### config.mk
export PLATFORM = sky130hd
export DESIGN_NAME = spi_flash_reader
export DESIGN_NICKNAME = d
export VERILOG_FILES = /design/src/rtl/spi_flash_pkg.sv /design/src/rtl/spi_flash_shifter.sv /design/src/rtl/spi_flash_reader.sv
export SDC_FILE = /design/constraint.sdc
export NUM_CORES = 1
export LEC_CHECK = 0
export ABC_AREA = 1
export BUFFER_PORTS_ARGS = -buffer_cell sky130_fd_sc_hd__buf_4
export CORE_MARGIN = 5
export CORE_UTILIZATION = 64
export DETAILED_ROUTE_END_ITERATION = 10
export PLACE_DENSITY = 0.91
export SLEW_MARGIN = 20
export SYNTH_ARGS = -nofsm -noshare
export SYNTH_HDL_FRONTEND = slang
export SYNTH_SLANG_ARGS = --single-unit
export TNS_END_PERCENT = 100
### constraint.sdc
create_clock -name clock -period 3.5 [get_ports clock]
set_input_delay 0 -clock clock [delete_from_list [all_inputs] [get_ports clock]]
set_output_delay 0 -clock clock [all_outputs]
set_load 0.02 [all_outputs]
### src/rtl/spi_flash_pkg.sv
// spi_flash_pkg: shared constants, state encoding and address helper for the SPI flash reader
package spi_flash_pkg;
  localparam int SPI_ADDR_W = 24;
  localparam logic [7:0] SPI_CMD_READ = 8'h03;
  typedef enum logic [2:0] {IDLE, CMD, ADDR, DATA, HOLD, GAP} spi_rd_state_t;
  function automatic logic [SPI_ADDR_W-1:0] next_word_addr(input logic [SPI_ADDR_W-1:0] a);
    return a + SPI_ADDR_W'(4);
  endfunction
endpackage

### src/rtl/spi_flash_shifter.sv
// spi_flash_shifter: mode-0 bit engine -- clock divider, MSB-first byte shift out, MISO sampling
module spi_flash_shifter #(
  parameter int CLK_DIV = 1
) (
  input  logic       clock,
  input  logic       reset,
  input  logic       i_start,
  input  logic       i_more,
  input  logic [7:0] i_tx,
  input  logic       i_miso,
  output logic       o_sclk,
  output logic       o_mosi,
  output logic       o_byte_end,
  output logic       o_byte_done,
  output logic [7:0] o_rx
);
  logic       r_run;
  logic       r_sclk;
  logic       r_mosi;
  logic       r_done;
  logic [3:0] r_div;
  logic [2:0] r_bit;
  logic [6:0] r_tx;
  logic [7:0] r_rx;
  logic       w_tick;
  logic       w_cell_end;
  assign w_tick      = r_run && r_div == 4'(CLK_DIV - 1);
  assign w_cell_end  = w_tick && r_sclk;
  assign o_byte_end  = w_cell_end && r_bit == 3'd7;
  assign o_sclk      = r_sclk;
  assign o_mosi      = r_mosi;
  assign o_byte_done = r_done;
  assign o_rx        = r_rx;
  always_ff @(posedge clock) begin
    if (reset) begin
      r_run  <= 1'b0;
      r_sclk <= 1'b0;
      r_mosi <= 1'b0;
      r_done <= 1'b0;
      r_div  <= '0;
      r_bit  <= '0;
      r_tx   <= '0;
      r_rx   <= '0;
    end else begin
      r_done <= o_byte_end;
      if (r_run && r_sclk && r_div == '0) r_rx <= {r_rx[6:0], i_miso};
      if (i_start) begin
        r_run  <= 1'b1;
        r_div  <= '0;
        r_sclk <= 1'b0;
        r_bit  <= '0;
        r_mosi <= i_tx[7];
        r_tx   <= i_tx[6:0];
      end else if (r_run) begin
        r_div <= w_tick ? '0 : r_div + 4'd1;
        if (w_tick) r_sclk <= !r_sclk;
        // the end of a bit cell is the first cycle of the next low half, so MOSI moves here
        if (w_cell_end) begin
          r_bit  <= r_bit + 3'd1;
          r_mosi <= r_bit == 3'd7 ? i_tx[7] : r_tx[6];
          r_tx   <= r_bit == 3'd7 ? i_tx[6:0] : {r_tx[5:0], 1'b0};
          if (o_byte_end && !i_more) r_run <= 1'b0;
        end
      end
    end
  end
endmodule

### src/rtl/spi_flash_reader.sv
// spi_flash_reader: 32-bit word fetch over single-IO READ (0x03) with chip select held for streaming
module spi_flash_reader
  import spi_flash_pkg::*;
#(
  parameter int CLK_DIV     = 1,
  parameter int HOLD_CYCLES = 32
) (
  input  logic        clock,
  input  logic        reset,
  input  logic        req_valid,
  output logic        req_ready,
  input  logic [23:0] req_addr,
  output logic        rdata_valid,
  output logic [31:0] rdata,
  output logic        flash_csb,
  output logic        flash_clk,
  output logic        flash_io0,
  input  logic        flash_io1
);
  spi_rd_state_t   r_state;
  logic            r_csb;
  logic            r_valid;
  logic            r_pend;
  logic [31:0]     r_rdata;
  logic [31:0]     r_acc;
  logic [23:0]     r_tx;
  logic [23:0]     r_next;
  logic [23:0]     r_pend_addr;
  logic [3:0]      r_left;
  logic [15:0]     r_hold;
  logic [5:0]      r_gap;
  logic            w_accept;
  logic            w_gap_end;
  logic            w_cold;
  logic            w_warm;
  logic            w_byte_end;
  logic            w_byte_done;
  logic [7:0]      w_tx;
  logic [7:0]      w_rx;
  logic [23:0]     w_addr;
  assign req_ready   = r_state == IDLE || r_state == HOLD;
  assign w_accept    = req_valid && req_ready;
  assign w_gap_end   = r_state == GAP && r_gap == 6'(2 * CLK_DIV - 1);
  assign w_cold      = (w_accept && r_state == IDLE) || (w_gap_end && r_pend);
  assign w_warm      = w_accept && r_state == HOLD && req_addr == r_next;
  assign w_addr      = r_state == GAP ? r_pend_addr : req_addr;
  assign w_tx        = w_cold ? SPI_CMD_READ : w_warm ? 8'h00 : r_tx[23:16];
  assign rdata_valid = r_valid;
  assign rdata       = r_rdata;
  assign flash_csb   = r_csb;
  spi_flash_shifter #(.CLK_DIV(CLK_DIV)) u_shifter (
    .clock      (clock),
    .reset      (reset),
    .i_start    (w_cold || w_warm),
    .i_more     (r_left != 4'd1),
    .i_tx       (w_tx),
    .i_miso     (flash_io1),
    .o_sclk     (flash_clk),
    .o_mosi     (flash_io0),
    .o_byte_end (w_byte_end),
    .o_byte_done(w_byte_done),
    .o_rx       (w_rx)
  );
  // r_left counts bytes still to shift: 8 for a cold fetch (cmd + addr + data), 4 when streaming
  always_ff @(posedge clock) begin
    if (reset) begin
      r_state     <= IDLE;
      r_csb       <= 1'b1;
      r_valid     <= 1'b0;
      r_pend      <= 1'b0;
      r_rdata     <= '0;
      r_acc       <= '0;
      r_tx        <= '0;
      r_next      <= '0;
      r_pend_addr <= '0;
      r_left      <= '0;
      r_hold      <= '0;
      r_gap       <= '0;
    end else begin
      r_valid <= 1'b0;
      if (w_byte_end) begin
        r_tx   <= r_tx << 8;
        r_left <= r_left - 4'd1;
      end
      if (w_cold) begin
        r_state <= CMD;
        r_csb   <= 1'b0;
        r_pend  <= 1'b0;
        r_tx    <= w_addr;
        r_left  <= 4'd8;
        r_next  <= next_word_addr(w_addr);
      end else if (w_warm) begin
        r_state <= DATA;
        r_left  <= 4'd4;
        r_next  <= next_word_addr(req_addr);
      end else begin
        case (r_state)
          CMD:  if (w_byte_done) r_state <= ADDR;
          ADDR: if (w_byte_done && r_left == 4'd4) r_state <= DATA;
          DATA: if (w_byte_done) begin
            r_acc <= {w_rx, r_acc[31:8]};
            if (r_left == 4'd0) begin
              r_rdata <= {w_rx, r_acc[31:8]};
              r_valid <= 1'b1;
              r_hold  <= '0;
              r_state <= HOLD_CYCLES == 0 ? IDLE : HOLD;
              r_csb   <= HOLD_CYCLES == 0;
            end
          end
          HOLD: if (w_accept || r_hold == 16'(HOLD_CYCLES - 1)) begin
            r_state     <= GAP;
            r_csb       <= 1'b1;
            r_gap       <= '0;
            r_pend      <= w_accept;
            r_pend_addr <= req_addr;
          end else begin
            r_hold <= r_hold + 16'd1;
          end
          GAP:  if (w_gap_end) r_state <= IDLE;
                else r_gap <= r_gap + 6'd1;
          default: ;
        endcase
      end
    end
  end
endmodule

# After elaboration in Yosys (flattened, before gate mapping)
# Cells that the tools add are included.
[word_totals]
register_bits = 194
input_bits = 28
[op_classes]
n_addsub = 7
eq_ne = 35
muxes = 46
bitwise = 4
reduce_logical = 51
[op_table]
columns = ["op", "count"]
rows = [
  ["$mux W24", 5],
  ["$add A24 B3 Y24 const B", 2],
  ["$mux W16", 3],
  ["$pmux W16 S2", 1],
  ["$mux W7", 4],
  ["$eq A24 B24 Y1", 1],
  ["$reduce_and A7 Y1", 3],
  ["$mux W3", 6],
  ["$add A16 B1 Y16 const B", 1],
  ["$eq A16 B5 Y1 const B", 1],
  ["$mux W4", 4],
  ["$mux W8", 2],
  ["$mux W1", 15],
  ["$ne A3 B2 Y1 const B", 5],
  ["$pmux W3 S5", 1],
  ["$reduce_and A5 Y1", 3],
  ["$reduce_bool A2 Y1", 7],
  ["$logic_and A1 B1 Y1", 13],
  ["$mux W6", 2],
  ["$ne A2 B2 Y1 const B", 6],
  ["$ne A3 B3 Y1 const B", 4],
  ["$ne A4 B3 Y1 const B", 3],
  ["$ne A4 B4 Y1 const B", 3],
  ["$pmux W6 S2", 1],
  ["other kinds (29)", 47],
]

# Logic depth before layout (Yosys ltp)
# Gate-level depths: netlist (run 1).
[depth]
ltp_word = 11
ltp_mapped = 19
ltp_nobuf = 18

# Cells and area by module
# Synthesis (run 1) repeated with hierarchy kept, for this count alone.
[hier_totals]
hier_cells = 1357
hier_area_um2 = 9456.6
[modules_own_cells]
columns = ["mod", "n_inst", "cells_per_inst", "area_each_um2"]
rows = [
  ["spi_flash_reader", 1, 1208, 8316.7],
  ["spi_flash_shifter", 1, 149, 1139.8],
]

# Worst setup path after synthesis (run 1)
# OpenSTA, ideal clock, no wires.
[synth_timing]
path_kind = "flip-flop to flip-flop"
start = "register r_gap[0]"
end = "register r_next[22]"
setup_time_ns = 0.109
t_arrival_ns = 2.208
path_slack_ns = 1.183
stages_incl_launch_ff = 19
path_buffers = 1
period_less_slack_ns = 2.317
cell_sequence = "dfxtp_1 ha_1 nand2_1 nor2_1 nand3_4 nand2_4 buf_6 nand2_1 o21ai_2 ha_1 nand3_1 nor2_4 nand3_4 nor2_2 nand2_1 nand2_1 nand3_1 nand2_1 inv_1"
[synth_via]
elab_chain_cells = 5
elab_cells_between_ends = 6
[synth_rtl]
columns = ["element", "line", "text"]
rows = [
  ["start: declaration", "spi_flash_reader.sv:31", "logic [5:0] r_gap;"],
  ["start signal: assignment", "spi_flash_reader.sv:120", "else r_gap <= r_gap + 6'd1;"],
  ["$eq A6 B1 Y1 (*)", "spi_flash_reader.sv:43", "assign w_gap_end = r_state == GAP && r_gap == 6'(2 * CLK_DIV - 1);"],
  ["$logic_and A1 B1 Y1 (*)", "spi_flash_reader.sv:43", ""],
  ["$logic_and A1 B1 Y1 (*)", "spi_flash_reader.sv:44", "assign w_cold = (w_accept && r_state == IDLE) || (w_gap_end && r_pend);"],
  ["$logic_or A1 B1 Y1 (*)", "spi_flash_reader.sv:44", ""],
  ["$mux W24 / $reduce_bool A2 Y1 (equally long branches)", "--", ""],
  ["end signal: assignment", "spi_flash_reader.sv:91", "r_next <= next_word_addr(w_addr);"],
  ["end signal: assignment", "spi_flash_reader.sv:95", "r_next <= next_word_addr(req_addr);"],
  ["end: declaration", "spi_flash_reader.sv:27", "logic [23:0] r_next;"],
]
# Every way passes the cells marked *; elsewhere a longest branch is shown, timed or not.
# A chain may end at the register's enable or synchronous reset.

# Worst setup path after layout (run 1)
[layout_timing]
start = "register r_gap[0]"
end = "register r_next[16]"
# Same word-level chain as after synthesis.

==> results of run 1 <==
[what timing repair did]
item / 4_1_cts / 5_1_grt
endpoints found under the setup margin: 0 / 15
endpoints found under the hold margin: 27 / 0
hold buffers: 26 / 0
resized for setup: 0 / 1
[per-stage QoR]
stage	cell area (µm²)	setup slack (ns)	utilization (%)
finish	10400	0.351	75.4
floorplan	8990	1.18	-
CTS	10400	0.00623	75.4
detailed placement	9550	0.127	69.1
global route	10400	0.0811	75.4
global placement	9550	0.297	69.1
[cells by family (layout without fill, tap and decap cells)]
| logic type | after synthesis | after routing | synth area share (%) |
|---|---|---|---|
| AOI/OAI and AO/OA | 282 | 282 | 16.3 |
| xor gates and xnor gates | 21 | 21 | 2.05 |
| buffers and inverters | 208 | 287 | 9.17 |
| DFF | 186 | 186 | 41.4 |
| adders and majority gates | 12 | 12 | 1.67 |
| and+or+nand+nor | 601 | 601 | 29.4 |
[state kept, by name, summed over array words and instances, names as in the netlist, 6 cells and up]
| signal | flops |
|---|---|
| r_hold | 16 |
| u_shifter.r_tx | 7 |
| u_shifter.o_rx | 8 |
| r_next | 24 |
| r_gap | 6 |
| rdata | 32 |
| r_tx | 24 |
| r_acc | 24 |
| r_pend_addr | 24 |
[layout make-up]
cell class              count  area [µm²]
multi-input cells         916        4450
flip-flops and latches    186        3720
fillers                  1037        3400
repair buffers            106         861
inverters                 149         562
clock buffers              18         439
well taps                 180         225
clock inverters            14         173
[where the power goes]
group          total (mW)  internal (mW)  switching [mW]
clock network        2.00           1.10           0.899
logic                1.56          0.521            1.04
registers            2.59           2.40           0.191
total                6.15           4.02            2.13
[layer usage]
layer / up-vias / routed length [µm] / part of all wire [%] / global-route usage [%]
met1: 4023 / 9900 / 42 / 35.0
met3: 74 / 1570 / 6.6 / 5.94
met4: 0 / 784 / 3.3 / 12.7
met2: 335 / 11400 / 48 / 49.6
met5: - / 0 / 0 / 0
li1: 4405 / - / - / -
[Yosys cell counts, types with 5 or more instances]
cell and number:
xor2_1 15, a21oi_1 122, nor2_4 5, nand3_1 118, dfxtp_1 186, a31oi_1 9, xnor2_1 6, ha_1 12
nor2_1 96, o211ai_1 5, nor4_1 6, nand4_1 15, or2_2 8, o21ai_1 8, inv_2 12, nor3_1 17
buf_2 15, inv_1 132, nand2_1 313, nand2_2 10, o21ai_0 126, a211oi_1 6, nor2_2 7, clkbuf_1 39
[cell usage in the layout, fill, tap and decap left out, drive strengths merged]
cell type / n
buf: 80
a221oi: 1
a21boi: 1
o211ai: 5
ha: 12
o21ai: 135
a31oi: 9
dfxtp: 186
nor4: 6
a211oi: 6
nor3: 17
a21oi: 122
clkinv: 6
xnor2: 6
bufinv: 2
o21bai: 2
nand4: 15
clkinvlp: 1
o22ai: 1
nand2: 325
dlygate4sd3: 26
or2: 8
nor2: 108
xor2: 15
inv: 154
nand3: 122
clkbuf: 18
[critical path, stage by stage, from the launching register on]
cell and delay (ns):
dfxtp_1 0.41, ha_1 0.19, nand2_1 0.06, nor2_1 0.19, nand3_4 0.31, nand2_4 0.36, nand2_1 0.17, o21ai_2 0.15
ha_1 0.23, nand3_1 0.13, nor2_4 0.18, nand3_4 0.15, nor2_2 0.19, nand2_1 0.07, nand2_1 0.06, nand3_1 0.07
nand2_1 0.07, inv_1 0.03
[path summary, 6_finish.rpt]
path                                     start              to  depth (start not counted)
worst min register to register  r_pend_addr[1]  r_pend_addr[1]                          2
worst max register to register        r_gap[0]      r_next[16]                         17
worst min-delay path                     reset       r_next[3]                          4
worst max-delay path                  r_gap[0]      r_next[16]                         17
==> flow_summary.toml, run 1 <==
[status]
status = "finished, final reports clean"

[sta]
finalHoldViolations = 0
grt_setup_unrepaired = "false"
setup-tns-final_ns = 0
tightest_slew_ns = 0.837
clock.fmax_mhz = 318
slew_violations = 0
clock-skew-final_ns = 0.00806
setup_viol = 0
fin_crit_sh_pct = 90.0
period_needed_ns = 3.15
maxSlewHeadroom_pct = 44.2
hold_slack_ns = 0.0467

[floorplan]
fp.dieH_um = 129
start_util_pct = 65.0
num_rows = 43
die_w_um = 129
die-area_um2 = 16500
ios = 65
core_um2 = 13800

[synth]
yosys_register_bits = 186
postSynthAreaPerCell_um2 = 6.86
syn_inst = 1310
synth-edff-count = 0
netlist.area_leader.share_pct = 41.4
synth_ff_type = "dfxtp_1"
synth_nets = 1350
async_flop_share_pct = 0
yosys.area.top_type = "dfxtp_1"
syn_area_um2 = 8990
seq_area_frac_synth_pct = 41.4
yosys-top-cells-area = "dfxtp_1 41%, nand2_1 13%, o21ai_0 7.0%"
synth_warnings = 0
synth_cell_type_count = 37

[layout]
diodes = 0
finalNonFillerCells = 1569
fin_nets = 1416
area_delta_synth_final_pct = 16.0
final_layout_size_suffix_gt1_share_pct = 11.9

[global_routing]
grt_usage_pct = 28.9
grt_max_degree = 79
grt_pass1_wl_um = 38800
antenna_found_initial = 0
grt_pass1_vias = 8318
grt_remaining_overflow = 0

[setup_path]
rrSetupSlack_ns = 0.35
critPathKind = "reg2reg"
critPathLaunchType = "register"
end_kind = "register"
critical_path_arrival_ns = 3.49
cp_max_fo = 27
required_ns = 3.84

[clocking]
cts_made_buffers = 17
cts_tree = "built"
cts_setup_buffers = 0
htreeDepth = 4
cts_root_buf = "clkbuf_16"
clk_pin_slew_ns = 0.07
clock-sinks = 186
max-clock-path-buffers = 2
clkLatencyLatePin_ns = 0.44

[routing]
via_count = 8837
post_drt_wl_per_cell_um = 15.1
drc = 0
antenna_left = 0
dr.pass1.iters = 6
viasPerCell = 5.63
drt_iter0_markers = 848
wl_um = 23600

[placement]
place_congestion = 0.931
place_inst = 1511
dp_hpwl_um = 15800
port_buffers = 64

[flow_run]
cap_violations = 0

[power]
peakVddDrop_uv = 449
power_mw = 6.15
p_leak_nw = 4.41
cellPowerDensity_nw_per_um2 = 590

[hold_path]
hold_class = "in2reg"
(Power assumes the default switching activity.)
==> run 2, diff against run 1 <==
--- a/config.mk
+++ b/config.mk
@@ -14,5 +14,6 @@
 export SLEW_MARGIN = 20
 export SYNTH_ARGS = -nofsm -noshare
 export SYNTH_HDL_FRONTEND = slang
+export SYNTH_HIERARCHICAL = 1
 export SYNTH_SLANG_ARGS = --single-unit
 export TNS_END_PERCENT = 100
==> flow_summary.toml, run 2 <==
[sta]
hold_slack_ns = 0.0219
fin_crit_sh_pct = 87.6
tightest_slew_ns = 0.792
grt_setup_unrepaired = "false"
period_needed_ns = 3.07
finalHoldViolations = 0
setup-tns-final_ns = 0
clock-skew-final_ns = 0.00910
slew_violations = 0
maxSlewHeadroom_pct = 47.1
setup_viol = 0
clock.fmax_mhz = 326

[clocking]
cts_setup_buffers = 0
clock-sinks = 186
clk_pin_slew_ns = 0.07
max-clock-path-buffers = 2
clkLatencyLatePin_ns = 0.44
cts_tree = "built"
cts_made_buffers = 17
cts_root_buf = "clkbuf_16"
htreeDepth = 4

[synth]
synth_cell_type_count = 47
syn_inst = 1357
netlist_top_cells_count = "349 x nand2_1, 186 x dfxtp_1, 133 x nor2_1"
synth_warnings = 6
postSynthAreaPerCell_um2 = 6.97
yosys-top-cells-area = "dfxtp_1 39%, nand2_1 14%, a21oi_1 6.7%"
yosysMostFrequentCell = "nand2_1"
yosys.area.top_type = "dfxtp_1"
netlist.area_leader.share_pct = 39.4
seq_area_frac_synth_pct = 39.4
synth_ff_type = "dfxtp_1"
synth_nets = 1396
synth-edff-count = 0
yosys_register_bits = 186
syn_area_um2 = 9460
async_flop_share_pct = 0

[layout]
final_layout_size_suffix_gt1_share_pct = 14.1
largest_reg_flops = 32
fin_nets = 1456
seq_area_um2 = 3720
finalNonFillerCells = 1614
area_delta_synth_final_pct = 13.8
layout_commonest_cell = "nand2_1"
fill_cells = 1105
final_cell_mix = "349 x nand2_1, 186 x dfxtp_1, 133 x nor2_1, 127 x a21oi_1, 122 x inv_1"
diodes = 0
multi_input_area_um2 = 4890

[routing]
antenna_left = 0
drt_iter0_markers = 984
post_drt_wl_per_cell_um = 15.0
via_count = 9168
dr.pass1.iters = 6
drc = 0
wl_um = 24200
viasPerCell = 5.68

[setup_path]
path_cells = "ha_1 -> nand2_1 -> nor2_2 -> nand3_4 -> nand2_4 -> inv_2 -> nand2_2 -> inv_1 -> nand2_4 -> inv_2 -> a21oi_2 -> nor2_1"
rrSetupSlack_ns = 0.43
cp_max_fo = 39
reg2regPathDepth = 12
end_kind = "register"
critical_path_arrival_ns = 3.39
critPathLaunchType = "register"
required_ns = 3.82
critPathKind = "reg2reg"
critPathSlowestCell = "nand2_4"
critical_path.max_stage_delay_ns = 0.50
timing.rr.end = "u_shifter/r_tx[0]"
r2r-start = "r_gap[0]"

[placement]
port_buffers = 64
dp_hpwl_um = 16000
place_inst = 1557
place_congestion = 0.934

[floorplan]
die_w_um = 132
ios = 65
num_rows = 44
core_um2 = 14500
fp.dieH_um = 132
start_util_pct = 65.1
die-area_um2 = 17300

[global_routing]
grt_usage_pct = 27.6
grt_busiest_layer = "met2"
grt_max_degree = 66
grt_pass1_wl_um = 40600
grt_pass1_vias = 8718
use_met1_pct = 33.4
grt_remaining_overflow = 0
use_met3_pct = 5.89
grt_use_met2_pct = 47.6
antenna_found_initial = 0

[power]
p_leak_nw = 4.58
cellPowerDensity_nw_per_um2 = 623
peakVddDrop_uv = 492

[hold_path]
min_path_cells = 5
hold_class = "in2reg"
min_to = "r_pend"
min-delay-start = "req_valid"

[status]
status = "finished, final reports clean"

[flow_run]
cap_violations = 0
[run 2: cell types whose count changed in the layout (fill, tap and decap cells not counted), moves of 10 or more]
cell	change
nor2_1	+39
o21ai_0	-27
nand2_1	+36
nand3_1	-30
nor3_1	-10
nand2_2	+16
[run 2: kinds of logic after synthesis]
family | Yosys count | share of synthesized area [%]
simple gates | 682 | 33.6
compound gates | 257 | 14.3
buf+inv | 195 | 8.94
flops | 186 | 39.4
xor+xnor | 26 | 2.41
fa+ha+maj | 11 | 1.46
[run 2: stage by stage]
| stage | power (mW) | instance area, µm² | utilization, % | setup slack, ns |
|---|---|---|---|---|
| 2_1_floorplan | 4.29 | 9460 | - | 1.33 |
| 3_3_place_gp | 4.67 | 9920 | 68.2 | 0.600 |
| 4_1_cts | 6.67 | 10800 | 74.0 | 0.455 |
| 6_report | 6.70 | 10800 | 74.0 | 0.435 |
| 3_5_place_dp | 4.73 | 9920 | 68.2 | 0.512 |
| 5_1_grt | 7.08 | 10800 | 74.0 | 0.156 |
[run 2: timing repair]
item | in CTS | in global routing
hold buffers | 25 | 0
resized for setup | 0 | 0
endpoints found under the hold margin | 25 | 0
[run 2: cell type report]
type | count | area share, %
clock buffers | 18 | 4.08
flip-flops and latches | 186 | 34.6
clock inverters | 14 | 1.42
well taps | 184 | 2.14
inverters | 137 | 4.83
repair buffers | 99 | 7.49
multi-input cells | 976 | 45.4
[run 2: worst max-delay path, delay by kind of cell (launching register included)]
family	cells	cell delay, ns
buf+inv	3	0.54
fa+ha+maj	1	0.18
compound gates	1	0.14
simple gates	7	1.65
flops	1	0.42
[run 2: power by group]
part	internal [mW]	switching, mW	total [mW]
Combinational	0.702	1.52	2.22
Clock	1.03	0.894	1.92
Sequential	2.38	0.183	2.56
[run 2: worst max path at each step]
stage,start,end,cells after the start,slack (ns)
after CTS,r_gap[0],r_next[18],17,0.46
after detailed placement,r_gap[0],r_next[18],17,0.51
after floorplan,r_gap[0],r_next[20],18,1.33
after global routing,r_gap[0],r_next[18],17,0.16
final,r_gap[0],u_shifter/r_tx[0],12,0.43
after global placement,r_gap[0],r_next[20],17,0.60
[run 2: layer usage]
layer / up-vias / part of all wire (%)
li1: 4501 / -
met1: 4267 / 42
met2: 323 / 49
met3: 77 / 5.5
met4: 0 / 3.2
met5: - / 0
